**config.mk**
```make
export PLATFORM = sky130hd
export DESIGN_NAME = interact_ctrl
export DESIGN_NICKNAME = d
export VERILOG_FILES = /design/src/rtl/game_params.sv /design/src/rtl/interact_ctrl_target_calc.sv /design/src/rtl/interact_ctrl.sv
export SDC_FILE = /design/constraint.sdc
export NUM_CORES = 1
export LEC_CHECK = 0
export CORE_MARGIN = 1
export CORE_UTILIZATION = 40
export DETAILED_ROUTE_END_ITERATION = 6
export GPL_TIMING_DRIVEN = 0
export PLACE_DENSITY = 0.72
export SLEW_MARGIN = 5
export SYNTH_ARGS = -nofsm -noshare
export SYNTH_HDL_FRONTEND = slang
export SYNTH_HIERARCHICAL = 1
export SYNTH_SLANG_ARGS = --single-unit
```
**constraint.sdc**
```tcl
create_clock -name clk -period 4.45 [get_ports clk]
set_clock_uncertainty 0.15 [all_clocks]
set_input_delay 0.89 -clock clk [delete_from_list [all_inputs] [get_ports clk]]
set_output_delay 0.89 -clock clk [all_outputs]
set_load 0.02 [all_outputs]
```
**src/rtl/game_params.sv**
```systemverilog
// Shared game constants: map geometry, tile ids, facing encodings and the
// interact controller's FSM state codes and outcome type.
package game_params;

    localparam int unsigned MAP_WIDTH  = 32'd16;
    localparam int unsigned MAP_HEIGHT = 32'd12;

    localparam logic [15:0] TILE_FLOOR = 16'd0;
    localparam logic [15:0] TILE_WALL  = 16'd1;
    localparam logic [15:0] TILE_KEY   = 16'd2;
    localparam logic [15:0] TILE_DOOR  = 16'd3;

    localparam logic [1:0] DIR_LEFT  = 2'd0;
    localparam logic [1:0] DIR_DOWN  = 2'd1;
    localparam logic [1:0] DIR_UP    = 2'd2;
    localparam logic [1:0] DIR_RIGHT = 2'd3;

    localparam logic [2:0] ST_IDLE   = 3'd0;
    localparam logic [2:0] ST_READ   = 3'd1;
    localparam logic [2:0] ST_DECIDE = 3'd2;
    localparam logic [2:0] ST_WRITE  = 3'd3;
    localparam logic [2:0] ST_DONE   = 3'd4;

    typedef enum logic [1:0] {
        OUT_NONE   = 2'd0,
        OUT_PICKUP = 2'd1,
        OUT_DOOR   = 2'd2,
        OUT_DENY   = 2'd3
    } outcome_e;

    // Move pulses are {right,up,down,left}; when several are set the
    // leftmost wins. No pulse keeps the current facing.
    function automatic logic [1:0] next_facing(input logic [3:0] move,
                                               input logic [1:0] cur);
        logic [1:0] f;
        if (move[3]) begin
            f = DIR_RIGHT;
        end else if (move[2]) begin
            f = DIR_UP;
        end else if (move[1]) begin
            f = DIR_DOWN;
        end else if (move[0]) begin
            f = DIR_LEFT;
        end else begin
            f = cur;
        end
        return f;
    endfunction

endpackage

```
**src/rtl/interact_ctrl_target_calc.sv**
```systemverilog
// Combinational facing + position -> tile address and in-bounds flag.
// Arithmetic is 5 bits wide so a step off the left/top edge shows up as a
// borrow instead of silently wrapping into the map.
module target_calc #(
    parameter int unsigned MAP_WIDTH  = game_params::MAP_WIDTH,
    parameter int unsigned MAP_HEIGHT = game_params::MAP_HEIGHT
) (
    input  logic [1:0]  facing,
    input  logic [3:0]  pos_x,
    input  logic [3:0]  pos_y,
    output logic [18:0] addr,
    output logic        in_bounds
);
    import game_params::*;

    logic [4:0] dx_s;
    logic [4:0] dy_s;
    logic [4:0] tx_s;
    logic [4:0] ty_s;
    logic       x_ok_s;
    logic       y_ok_s;

    // Unit step for the current facing, as 5-bit two's complement.
    always_comb begin
        dx_s = 5'd0;
        dy_s = 5'd0;
        case (facing)
            DIR_RIGHT: dx_s = 5'd1;
            DIR_LEFT:  dx_s = 5'h1F;
            DIR_UP:    dy_s = 5'h1F;
            DIR_DOWN:  dy_s = 5'd1;
            default: begin
                dx_s = 5'd0;
                dy_s = 5'd0;
            end
        endcase
    end

    // Target coordinates, bounds and linear address (y*MAP_WIDTH + x).
    always_comb begin
        tx_s      = {1'b0, pos_x} + dx_s;
        ty_s      = {1'b0, pos_y} + dy_s;
        // A negative step that leaves bit 4 set means we went below zero.
        x_ok_s    = !(dx_s[4] && tx_s[4]) && ({27'd0, tx_s} < MAP_WIDTH);
        y_ok_s    = !(dy_s[4] && ty_s[4]) && ({27'd0, ty_s} < MAP_HEIGHT);
        in_bounds = x_ok_s && y_ok_s;
        addr      = (19'(ty_s) * 19'(MAP_WIDTH)) + 19'(tx_s);
    end

endmodule

```
**src/rtl/interact_ctrl.sv**
```systemverilog
// Player "interact" handler: on enter, reads the faced map tile through
// BRAM port b, picks up keys / opens doors by writing the floor tile back,
// and maintains the key inventory. All outputs are registered.
module interact_ctrl #(
    parameter int unsigned MAP_WIDTH  = 32'd16,
    parameter int unsigned MAP_HEIGHT = 32'd12,
    parameter int unsigned RD_LAT     = 32'd1,
    parameter int unsigned KEY_MAX    = 32'd15
) (
    input  logic        clk,
    input  logic        rstn,
    input  logic [3:0]  move,
    input  logic        enter,
    input  logic [3:0]  player_x,
    input  logic [3:0]  player_y,
    output logic [18:0] bram_addr,
    input  logic [15:0] bram_rdata,
    output logic        bram_we,
    output logic [15:0] bram_wdata,
    output logic        busy,
    output logic [3:0]  key_count,
    output logic        ev_pickup,
    output logic        ev_door,
    output logic        ev_deny
);
    import game_params::*;

    // Counter preload: READ lasts RD_LAT cycles, sampling the tile on the
    // RD_LAT-th edge after the address edge.
    localparam logic [1:0] RD_CNT_INIT = 2'(RD_LAT - 32'd1);
    localparam logic [3:0] KEY_MAX_C   = 4'(KEY_MAX);

    logic [2:0]  state_r,     state_s;
    logic [1:0]  facing_r,    facing_s;
    logic [1:0]  rd_cnt_r,    rd_cnt_s;
    logic [15:0] tile_r,      tile_s;
    outcome_e    outcome_r,   outcome_s;
    logic [18:0] bram_addr_r, bram_addr_s;
    logic        bram_we_r,   bram_we_s;
    logic [15:0] bram_wdata_r, bram_wdata_s;
    logic        busy_r,      busy_s;
    logic [3:0]  key_count_r, key_count_s;
    logic        ev_pickup_r, ev_pickup_s;
    logic        ev_door_r,   ev_door_s;
    logic        ev_deny_r,   ev_deny_s;

    logic [18:0] tgt_addr_s;
    logic        tgt_in_bounds_s;

    target_calc #(
        .MAP_WIDTH (MAP_WIDTH),
        .MAP_HEIGHT(MAP_HEIGHT)
    ) u_target (
        .facing   (facing_r),
        .pos_x    (player_x),
        .pos_y    (player_y),
        .addr     (tgt_addr_s),
        .in_bounds(tgt_in_bounds_s)
    );

    // Next-state logic for the interaction FSM, inventory and event pulses.
    always_comb begin
        state_s      = state_r;
        facing_s     = next_facing(move, facing_r);
        rd_cnt_s     = rd_cnt_r;
        tile_s       = tile_r;
        outcome_s    = outcome_r;
        bram_addr_s  = bram_addr_r;
        bram_we_s    = 1'b0;
        bram_wdata_s = bram_wdata_r;
        busy_s       = busy_r;
        key_count_s  = key_count_r;
        ev_pickup_s  = 1'b0;
        ev_door_s    = 1'b0;
        ev_deny_s    = 1'b0;

        case (state_r)
            ST_IDLE: begin
                outcome_s = OUT_NONE;
                if (enter) begin
                    busy_s = 1'b1;
                    if (tgt_in_bounds_s) begin
                        bram_addr_s = tgt_addr_s;
                        rd_cnt_s    = RD_CNT_INIT;
                        state_s     = ST_READ;
                    end else begin
                        // Off the map: deny without touching the BRAM.
                        outcome_s = OUT_DENY;
                        state_s   = ST_DONE;
                    end
                end else begin
                    busy_s  = 1'b0;
                    state_s = ST_IDLE;
                end
            end
            ST_READ: begin
                if (rd_cnt_r == 2'd0) begin
                    tile_s  = bram_rdata;
                    state_s = ST_DECIDE;
                end else begin
                    rd_cnt_s = rd_cnt_r - 2'd1;
                    state_s  = ST_READ;
                end
            end
            ST_DECIDE: begin
                if (tile_r == TILE_KEY) begin
                    bram_wdata_s = TILE_FLOOR;
                    bram_we_s    = 1'b1;
                    outcome_s    = OUT_PICKUP;
                    state_s      = ST_WRITE;
                end else if ((tile_r == TILE_DOOR) && (key_count_r != 4'd0)) begin
                    bram_wdata_s = TILE_FLOOR;
                    bram_we_s    = 1'b1;
                    outcome_s    = OUT_DOOR;
                    state_s      = ST_WRITE;
                end else if (tile_r == TILE_DOOR) begin
                    outcome_s = OUT_DENY;
                    state_s   = ST_DONE;
                end else begin
                    outcome_s = OUT_NONE;
                    state_s   = ST_DONE;
                end
            end
            ST_WRITE: begin
                bram_we_s = 1'b0;
                state_s   = ST_DONE;
            end
            ST_DONE: begin
                busy_s  = 1'b0;
                state_s = ST_IDLE;
            end
            default: begin
                busy_s  = 1'b0;
                state_s = ST_IDLE;
            end
        endcase

        // DONE always exits to IDLE, so a DONE next state means we are
        // entering it: raise the event for that cycle and settle inventory.
        if (state_s == ST_DONE) begin
            case (outcome_s)
                OUT_PICKUP: begin
                    ev_pickup_s = 1'b1;
                    if (key_count_r < KEY_MAX_C) begin
                        key_count_s = key_count_r + 4'd1;
                    end else begin
                        key_count_s = key_count_r;
                    end
                end
                OUT_DOOR: begin
                    ev_door_s = 1'b1;
                    if (key_count_r != 4'd0) begin
                        key_count_s = key_count_r - 4'd1;
                    end else begin
                        key_count_s = key_count_r;
                    end
                end
                OUT_DENY: begin
                    ev_deny_s = 1'b1;
                end
                default: begin
                    key_count_s = key_count_r;
                end
            endcase
        end else begin
            ev_pickup_s = 1'b0;
            ev_door_s   = 1'b0;
            ev_deny_s   = 1'b0;
        end
    end

    // State and output registers; reset aborts any interaction in flight.
    always_ff @(posedge clk or negedge rstn) begin
        if (!rstn) begin
            state_r      <= ST_IDLE;
            facing_r     <= DIR_DOWN;
            rd_cnt_r     <= 2'd0;
            tile_r       <= 16'd0;
            outcome_r    <= OUT_NONE;
            bram_addr_r  <= 19'd0;
            bram_we_r    <= 1'b0;
            bram_wdata_r <= 16'd0;
            busy_r       <= 1'b0;
            key_count_r  <= 4'd0;
            ev_pickup_r  <= 1'b0;
            ev_door_r    <= 1'b0;
            ev_deny_r    <= 1'b0;
        end else begin
            state_r      <= state_s;
            facing_r     <= facing_s;
            rd_cnt_r     <= rd_cnt_s;
            tile_r       <= tile_s;
            outcome_r    <= outcome_s;
            bram_addr_r  <= bram_addr_s;
            bram_we_r    <= bram_we_s;
            bram_wdata_r <= bram_wdata_s;
            busy_r       <= busy_s;
            key_count_r  <= key_count_s;
            ev_pickup_r  <= ev_pickup_s;
            ev_door_r    <= ev_door_s;
            ev_deny_r    <= ev_deny_s;
        end
    end

    assign bram_addr  = bram_addr_r;
    assign bram_we    = bram_we_r;
    assign bram_wdata = bram_wdata_r;
    assign busy       = busy_r;
    assign key_count  = key_count_r;
    assign ev_pickup  = ev_pickup_r;
    assign ev_door    = ev_door_r;
    assign ev_deny    = ev_deny_r;

endmodule

```
==> impl_metrics.ini <==
[placed_design]
place_hpwl_um = 4010
postPlaceCellArea_um2 = 3730
globalplace.congestion = 0.777
post-place-ws_ps = -669
port-buffer-count = 57
dp_cells = 427

[sta]
max_freq_mhz = 233
whs_ps = 350
finalSetupViolations = 0
fin_ws_ps = 151
hold_viol = 0
maxSlewHeadroom = 0.605
layout_min_cycle_time_ps = 4300
fin_crit_sh = 0.966
worst_pin_slew_ps = 593
maxSlewViolCount = 0

[setup_path]
r2r-start = facing_r[0]
critPathCaptureType = flip-flop
r2r_setup_slack_ps = 150
critical_path.max_fanout = 3
worstRegToRegCells = 21
required_ps = 4540
worstSetupPathType = reg2reg
startpoint_type = flip-flop
worstPathArrival_ps = 4390
worstReg2RegEnd = key_count[3]

[die]
rows = 30
die_w_um = 87.7
initial_utilization = 0.423
die-height_um = 87.7
dieArea_um2 = 7690
core_area_um2 = 6940
pin_count = 75

[route]
top_layer = met4
antenna_left = 0
wl_um = 5420
met3WireLength_um = 303
vias = 2059
wl_per_cell_um = 12.2
first_pass_iters = 4
vias_per_cell = 4.64
drc_errors = 0
wl_met2_um = 2640
dr.first_iter.drc_count = 38
wirelength_met1_um = 2440

[clocking]
cts_tree = built
cts_max_path_buffers = 2
clk_pin_slew_worst_paths_ps = 100
htree_levels = 2
clock_latency_ps = 310
root_buffer = clkbuf_8
cts_buffers = 5
cts_hold_buffers = 0
cts_sinks = 53

[global_route]
grt_pass1_vias = 2003
grt-ovfl-total = 0
grt_usage = 0.151
antenna_found_initial = 0
grt_first_pass_wirelength_um = 9060
grt_max_degree = 37

[yosys]
syn_area_um2 = 2940
yosysUniqueCellTypes = 50
synth-seq-cells = 53
yosys_warnings = 6
ys_async_sr_fraction = 1.00
synthFlopType = dfrtp_1
syn_inst = 250
synth_enable_flop_cells = 0
syn_avg_cell_area_um2 = 11.7
ys_seq_area_frac = 0.452

[flow_run]
drv_cap = 0

[final_layout]
diodes = 0
nFillCells = 587
stdcell_area_um2 = 3960
area_growth_pct = 34.9
layoutNonFillerInstCount = 444
layout-drive-gt1-share = 0.316
fin_nets = 395
multi_input_area_um2 = 1480
seq_area_um2 = 1330
fin_util = 0.570

[pwr]
ir_worst_vdd_mv = 0.348
power_density_nw_per_um2 = 568
p_leak_nw = 1.85

[status]
status = finished, final reports clean

[worst_hold_path]
hold_path.class = in2async
[cell families after synthesis]
family / share of synthesized area
buffers and inverters: 0.0938
DFF: 0.452
adders and majority gates: 0.0776
other: 0.00256
xor gates and xnor gates: 0.0439
and+or+nand+nor: 0.0997
muxes: 0.146
AOI/OAI and AO/OA: 0.0844
[worst max-delay path, cell delays in order, from the launching register on]
cell	delay (ps)
dfstp_2	550
inv_2	60
ha_4	260
inv_1	40
ha_2	190
fa_2	400
a21o_1	170
a21oi_2	170
xnor2_2	150
a21oi_1	60
o211a_1	180
nor2b_2	170
o221ai_2	140
o21ai_4	180
nand2b_4	160
inv_2	40
ha_1	260
a21o_1	180
a21o_1	170
and4_2	240
o21ai_2	170
xnor2_1	130
[metrics by stage]
stage / TNS (ps) / power [mW]
finish: 0 / 2.25
global route: -8.02 / 2.41
CTS: 0 / 2.23
detailed placement: -836 / 1.90
global placement: -606 / 1.86
floorplan: 0 / 1.51
[metal layers]
layer / vias to the layer above / track usage
met5: - / 0
met4: 0 / 0.0358
li1: 1009 / -
met1: 991 / 0.194
met2: 55 / 0.263
met3: 4 / 0.0292
[synthesized netlist by cell type, types with 5 or more instances]
cell type   n  share of area
xor2_1      5          0.015
dfrtp_1    52           0.44
a21oi_1     7          0.012
nand2_1    11          0.014
a21o_1      5          0.013
inv_1      13          0.017
buf_4      25          0.064
xnor2_1     6          0.018
mux2_2     34           0.13
o21ai_0    10          0.017
ha_1       15          0.064
nor2_1     10          0.013
[area by class of cell]
class                   count  area share
inverters                  13      0.0123
repair buffers             67       0.166
multi-input cells         176       0.374
plain buffers              31      0.0572
flip-flops and latches     53       0.335
clock buffers               6      0.0209
clock inverters             2     0.00442
well taps                  96      0.0303
[worst max-delay path by stage]
stage | endpoint | slack [ps] | start
2_1_floorplan | key_count[3] | 250 | player_x[0]
3_3_place_gp | key_count[3] | -520 | player_x[0]
3_5_place_dp | key_count[3] | -670 | player_x[0]
4_1_cts | key_count[3] | 20 | player_x[0]
5_1_grt | key_count[3] | -8 | facing_r[0]
6_report | key_count[3] | 150 | facing_r[0]
[sequential cells by signal, indices dropped and copies added, names as in the netlist]
| signal | flops |
|---|---|
| outcome_r | 2 |
| tile_r | 16 |
| facing_r | 2 |
| ev_deny | 1 |
| bram_addr | 19 |
| state_r | 3 |
| ev_pickup | 1 |
| ev_door | 1 |
| rd_cnt_r | 2 |
| bram_we | 1 |
| key_count | 4 |
| busy | 1 |
[placed cells by master (no fill, tap or decap), types with 3 or more instances in the layout]
cell / instances
clkdlybuf4s50_1: 55
dfrtp_1: 52
mux2_2: 34
buf_4: 34
conb_1: 25
ha_1: 13
nand2_1: 11
inv_1: 10
nor2_1: 10
o21ai_0: 9
clkbuf_8: 6
a21o_1: 5
xnor2_1: 5
a21oi_1: 5
xor2_1: 5
nor3_1: 3
inv_2: 3
clkbuf_1: 3
xnor2_2: 3
[repair_timing]
| action | 4_1_cts | 5_1_grt |
|---|---|---|
| setup buffers | 3 | 6 |
| gates resized for setup | 8 | 9 |
| pin swaps | 3 | 12 |
| endpoints found under the setup margin | 1 | 1 |
[power breakdown]
| group | internal (mW) | switching [mW] | leakage, nW |
|---|---|---|---|
| sequential | 0.694 | 0.150 | 0.646 |
| combinational | 0.608 | 0.508 | 1.15 |
| clock | 0.129 | 0.161 | 0.0518 |
| total | 1.43 | 0.819 | 1.85 |
Note: power is estimated with default switching activity, not from simulation.
